`config.mk`:
```
export PLATFORM = sky130hd
export DESIGN_NAME = ps2_keyboard_rx
export DESIGN_NICKNAME = d
export VERILOG_FILES = /design/src/rtl/ps2_keyboard_rx.sv
export SDC_FILE = /design/constraint.sdc
export NUM_CORES = 1
export LEC_CHECK = 0
export CAP_MARGIN = 40
export CORE_MARGIN = 1
export CORE_UTILIZATION = 35
export CTS_CLUSTER_SIZE = 24
export DETAILED_ROUTE_END_ITERATION = 7
export GPL_TIMING_DRIVEN = 0
export PLACE_DENSITY = 0.51
export SLEW_MARGIN = 0
export SYNTH_ARGS = -nofsm -noshare
export SYNTH_HDL_FRONTEND = slang
export SYNTH_SLANG_ARGS = --single-unit
```
`constraint.sdc`:
```
create_clock -name ck -period 2.2 [get_ports ck]
set_input_delay 0.22 -clock ck [delete_from_list [all_inputs] [get_ports ck]]
set_output_delay 0.22 -clock ck [all_outputs]
set_load 0.1 [all_outputs]
```
`src/rtl/ps2_keyboard_rx.sv`:
```
// PS/2 device-to-host receiver: 2-FF synchronizers, PS2C glitch filter, 11-bit frame deserializer.
// Optional break-prefix (8'hF0) decoding is compiled in with `define PS2_RX_BREAK_DECODE_EN.
module ps2_keyboard_rx #(
    parameter int FILTER_LEN     = 4,
    parameter int TIMEOUT_CYCLES = 100000
) (
    input  logic       ck,
    input  logic       reset_n,
    input  logic       PS2C,
    input  logic       PS2D,
    output logic [7:0] ps2_key_code,
    output logic       key_valid,
    output logic       key_release,
    output logic       frame_err,
    output logic [1:0] dbg_state
);

    localparam logic [1:0] IDLE  = 2'd0;
    localparam logic [1:0] SHIFT = 2'd1;
    localparam logic [1:0] CHECK = 2'd2;

    localparam int TW = $clog2(TIMEOUT_CYCLES + 1);
    localparam logic [TW-1:0] TO_LAST   = TW'(TIMEOUT_CYCLES - 2);
    localparam logic [3:0]    FILT_LAST = 4'(FILTER_LEN - 1);

    logic          c_s1, c_s2, d_s1, d_s2;
    logic          filt;
    logic [3:0]    fcnt;
    logic          fall;
    logic [1:0]    state;
    logic [3:0]    bcnt;
    logic [8:0]    shreg;
    logic [TW-1:0] tcnt;

    logic stop_fall, frame_good, timeout_hit, bad_start, err_now, is_break, emit_now;

    assign dbg_state = state;

    always_ff @(posedge ck or negedge reset_n) begin
        if (!reset_n) begin
            c_s1 <= 1'b1;
            c_s2 <= 1'b1;
            d_s1 <= 1'b1;
            d_s2 <= 1'b1;
        end else begin
            c_s1 <= PS2C;
            c_s2 <= c_s1;
            d_s1 <= PS2D;
            d_s2 <= d_s1;
        end
    end

    // fcnt counts consecutive samples that disagree with filt; any agreeing sample restarts it.
    always_ff @(posedge ck or negedge reset_n) begin
        if (!reset_n) begin
            filt <= 1'b1;
            fcnt <= 4'd0;
            fall <= 1'b0;
        end else begin
            fall <= 1'b0;
            if (c_s2 == filt) begin
                fcnt <= 4'd0;
            end else if (fcnt == FILT_LAST) begin
                filt <= c_s2;
                fcnt <= 4'd0;
                fall <= ~c_s2;
            end else begin
                fcnt <= fcnt + 1'b1;
            end
        end
    end

    // The frame verdict is taken on the stop-bit fall so the strobes are visible during CHECK.
    assign stop_fall   = (state == SHIFT) && fall && (bcnt == 4'd9);
    assign frame_good  = stop_fall && d_s2 && (^shreg);
    assign timeout_hit = (state == SHIFT) && !fall && (tcnt == TO_LAST);
    assign bad_start   = (state == IDLE) && fall && d_s2;
    assign err_now     = bad_start || timeout_hit || (stop_fall && !frame_good);
    assign emit_now    = frame_good && !is_break;

    always_ff @(posedge ck or negedge reset_n) begin
        if (!reset_n) begin
            state        <= IDLE;
            bcnt         <= 4'd0;
            shreg        <= 9'd0;
            tcnt         <= '0;
            ps2_key_code <= 8'h00;
            key_valid    <= 1'b0;
            frame_err    <= 1'b0;
        end else begin
            key_valid <= emit_now;
            frame_err <= err_now;
            if (emit_now)
                ps2_key_code <= shreg[7:0];
            case (state)
                IDLE: begin
                    tcnt <= '0;
                    if (fall && !d_s2) begin
                        shreg <= 9'd0;
                        bcnt  <= 4'd0;
                        state <= SHIFT;
                    end
                end
                SHIFT: begin
                    if (fall) begin
                        tcnt <= '0;
                        if (bcnt == 4'd9) begin
                            state <= CHECK;
                        end else begin
                            shreg[bcnt] <= d_s2;
                            bcnt        <= bcnt + 1'b1;
                        end
                    end else if (timeout_hit) begin
                        tcnt  <= '0;
                        state <= IDLE;
                    end else begin
                        tcnt <= tcnt + 1'b1;
                    end
                end
                CHECK: begin
                    tcnt  <= '0;
                    state <= IDLE;
                end
                default: state <= IDLE;
            endcase
        end
    end

`ifdef PS2_RX_BREAK_DECODE_EN
    logic release_pending;

    assign is_break = frame_good && (shreg[7:0] == 8'hF0);

    always_ff @(posedge ck or negedge reset_n) begin
        if (!reset_n) begin
            release_pending <= 1'b0;
            key_release     <= 1'b0;
        end else begin
            key_release <= emit_now && release_pending;
            if (err_now || emit_now)
                release_pending <= 1'b0;
            else if (is_break)
                release_pending <= 1'b1;
        end
    end
`else
    assign is_break    = 1'b0;
    assign key_release = 1'b0;
`endif

endmodule

```
==> results.yml <==
sta:
  max_freq_mhz: 490
  finalHoldViolCount: 0
  setup_ws_ns: 0.158
  fin_crit_sh: 0.928
  period_needed_ns: 2.04
  slew_headroom: 0.551
  finClkSkew_ns: 0.00541
  setup_violations: 0
  slew_violations: 0
  worst_pin_slew_ns: 0.674
setup_path:
  end_kind: "register"
  critical_path_class: "register to register"
  reg2reg_from: "tcnt[0]$_DFFE_PN0P_"
  worst-path-max-fanout: 10
  crit_start: "tcnt[0]$_DFFE_PN0P_"
  cp_data_required_time_ns: 2.38
  cp.arrival_ns: 2.23
  startpoint_type: "register"
cells_and_area:
  nets: 298
  drive_above_1_share: 0.160
  nFillCells: 637
  syn2layout_area_growth_pct: 26.2
  fin_area_um2: 3220
  layout.area.seq_um2: 1310
  final_cells: 384
  n_antenna_cell: 0
  multi_input_area_um2: 1170
pwr:
  p_int_mw: 1.81
  ir_drop_mv: 0.344
  pwr-share-comb: 0.227
  p_switching_mw: 0.750
  swShare: 0.292
  power_frac_seq: 0.429
  clockPowerShare: 0.344
  p_leak_nw: 1.46
  p_total_mw: 2.56
  power_density_nw_per_um2: 797
die:
  die_area_um2: 7630
  io_pins: 17
  rows: 30
  die_width_um: 87.3
  start_util: 0.369
  coreArea_um2: 6910
  die_height_um: 87.3
detailed_routing:
  drc: 0
  dr.pass1.iters: 4
  routed_wl_mm: 5.00
  wire_per_inst_um: 13.0
  vias: 1889
  detail-route-antenna-nets: 0
  drtIter0Drc: 106
  via_per_inst: 4.92
synth:
  ys_async_sr_fraction: 1.00
  postSynthAreaPerCell_um2: 10.2
  yosys_warnings: 0
  synthFlopType: "dfrtp_1"
  synth_edf_count: 0
  netlist_instances: 250
  synth_largest_area_cell: "dfrtp_1"
  synthTopCellsByArea: "dfrtp_1, dfstp_2, mux2_2"
  yosysMostFrequentCell: "dfrtp_1"
  synth_cell_type_count: 44
  synthTopCellsByCount: "dfrtp_1, nand2_1, o21ai_0"
  ys_seq_elements: 52
  synth_top_area_frac: 0.461
  syn_area_um2: 2550
  synth.net_count: 261
  seq_area_frac_synth: 0.513
clocking:
  numCtsBuffers: 5
  insertion_delay_ns: 0.30
  clockBufferDepth: 2
  cts_tree: "yes"
  clock_sinks: 52
  cts-root-buf: "clkbuf_8"
  cts-htree-levels: 2
  clkTransAtPathRegs_ns: 0.09
run:
  cap_violations: 0
global_route:
  grt_max_degree: 30
  grt_pass1_vias: 1659
  grt.total_usage: 0.145
  grt_antenna_before_repair: 0
  grt_pass1_wl_mm: 8.45
  grt-ovfl-total: 0
placed_design:
  placed_area_um2: 3010
  dpl.cell_count: 374
  place_congestion: 0.746
  place_ws_ns: -0.279
  dp.final_hpwl_mm: 3.58
  port-buffer-count: 15
min_path:
  hold_path.class: "input pin to register"
  hold_start: "PS2D"
run_status:
  outcome: "finished clean"
[state kept, by name, summed over array words and instances (netlist names)]
signal / cells
bcnt: 4
c_s1: 1
c_s2: 1
d_s1: 1
d_s2: 1
dbg_state: 2
fall: 1
fcnt: 4
filt: 1
frame_err: 1
key_valid: 1
ps2_key_code: 8
shreg: 9
tcnt: 17
[final timing paths]
kind	slack, ns	depth (start not counted)	end
max	0.16	8	tcnt[16]$_DFFE_PN0P_
min	0.31	1	d_s1$_DFF_PN1_
max reg2reg	0.16	8	tcnt[16]$_DFFE_PN0P_
min reg2reg	0.36	0	c_s2$_DFF_PN1_
max in group asynchronous	1.07	3	d_s1$_DFF_PN1_
min in group asynchronous	0.49	2	tcnt[10]$_DFFE_PN0P_
[power by group through the flow]
| stage | clock network [mW] | registers, mW | logic (mW) |
|---|---|---|---|
| 2_1_floorplan | 0 | 1.17 | 0.306 |
| 3_3_place_gp | 0 | 1.12 | 0.511 |
| 3_5_place_dp | 0 | 1.12 | 0.548 |
| 4_1_cts | 0.901 | 1.10 | 0.582 |
| 5_1_grt | 0.946 | 1.12 | 0.646 |
| 6_report | 0.882 | 1.10 | 0.581 |
[layout by cell type (no fill, tap or decap), types with 4 or more instances in the layout]
cell type	count
dfrtp_1	47
nand3_1	13
buf_8	12
o21ai_0	19
xor2_1	4
nand4_1	6
mux2_2	9
ha_1	7
nand2_1	20
dfstp_2	5
clkbuf_8	5
nor2_1	17
a21oi_1	14
nor3_1	5
inv_1	16
clkdlybuf4s50_1	14
nor3b_1	4
mux2i_1	9
or3_1	8
[worst max-delay path, stage by stage, from the launching register on]
cell and delay [ns]:
dfrtp_1 0.45, inv_1 0.08, ha_1 0.15, nor4bb_2 0.23
nand4_1 0.23, o21a_1 0.31, clkbuf_2 0.23, a21oi_1 0.15
o21ai_0 0.09
[routing by layer]
metal  GRT usage  share of wire
met5           0              0
met4      0.0417         0.0092
met3      0.0341          0.040
met2       0.197           0.43
met1       0.225           0.52
[cell type report]
class                   count  share of cell area
clock inverters             3              0.0280
multi-input cells         175               0.365
repair buffers             30               0.113
inverters                  16              0.0187
flip-flops and latches     52               0.407
clock buffers               5              0.0214
well taps                  96              0.0374
plain buffers               7              0.0101
[repair_timing]
item | 4_1_cts | 5_1_grt
gates resized for setup | 2 | 4
setup endpoints to repair | 8 | 14
hold buffers | 1 | 0
endpoints found under the hold margin | 28 | 0
pin swaps | 1 | 0
setup buffers | 1 | 0
[kinds of logic after synthesis]
logic type | count (synthesis) | synth area share
AO/OA/AOI/OAI | 47 | 0.107
other | 1 | 0.00147
AND/OR/NAND/NOR | 93 | 0.190
buffers and inverters | 23 | 0.0358
multiplexers | 18 | 0.0751
XOR/XNOR | 9 | 0.0432
adder cells (fa/ha/maj) | 7 | 0.0344
flip-flops | 52 | 0.513
[through the flow]
stage                     TNS [ns]   util  hold WS [ns]
after detailed placement     -1.68  0.436         0.304
after global placement      -39.89  0.408         0.346
final                            0  0.466         0.314
after floorplan                  0      -       -0.0756
after CTS                        0  0.464         0.302
after global routing      -0.00772  0.466         0.295
Note: power is estimated with default switching activity, not from simulation.
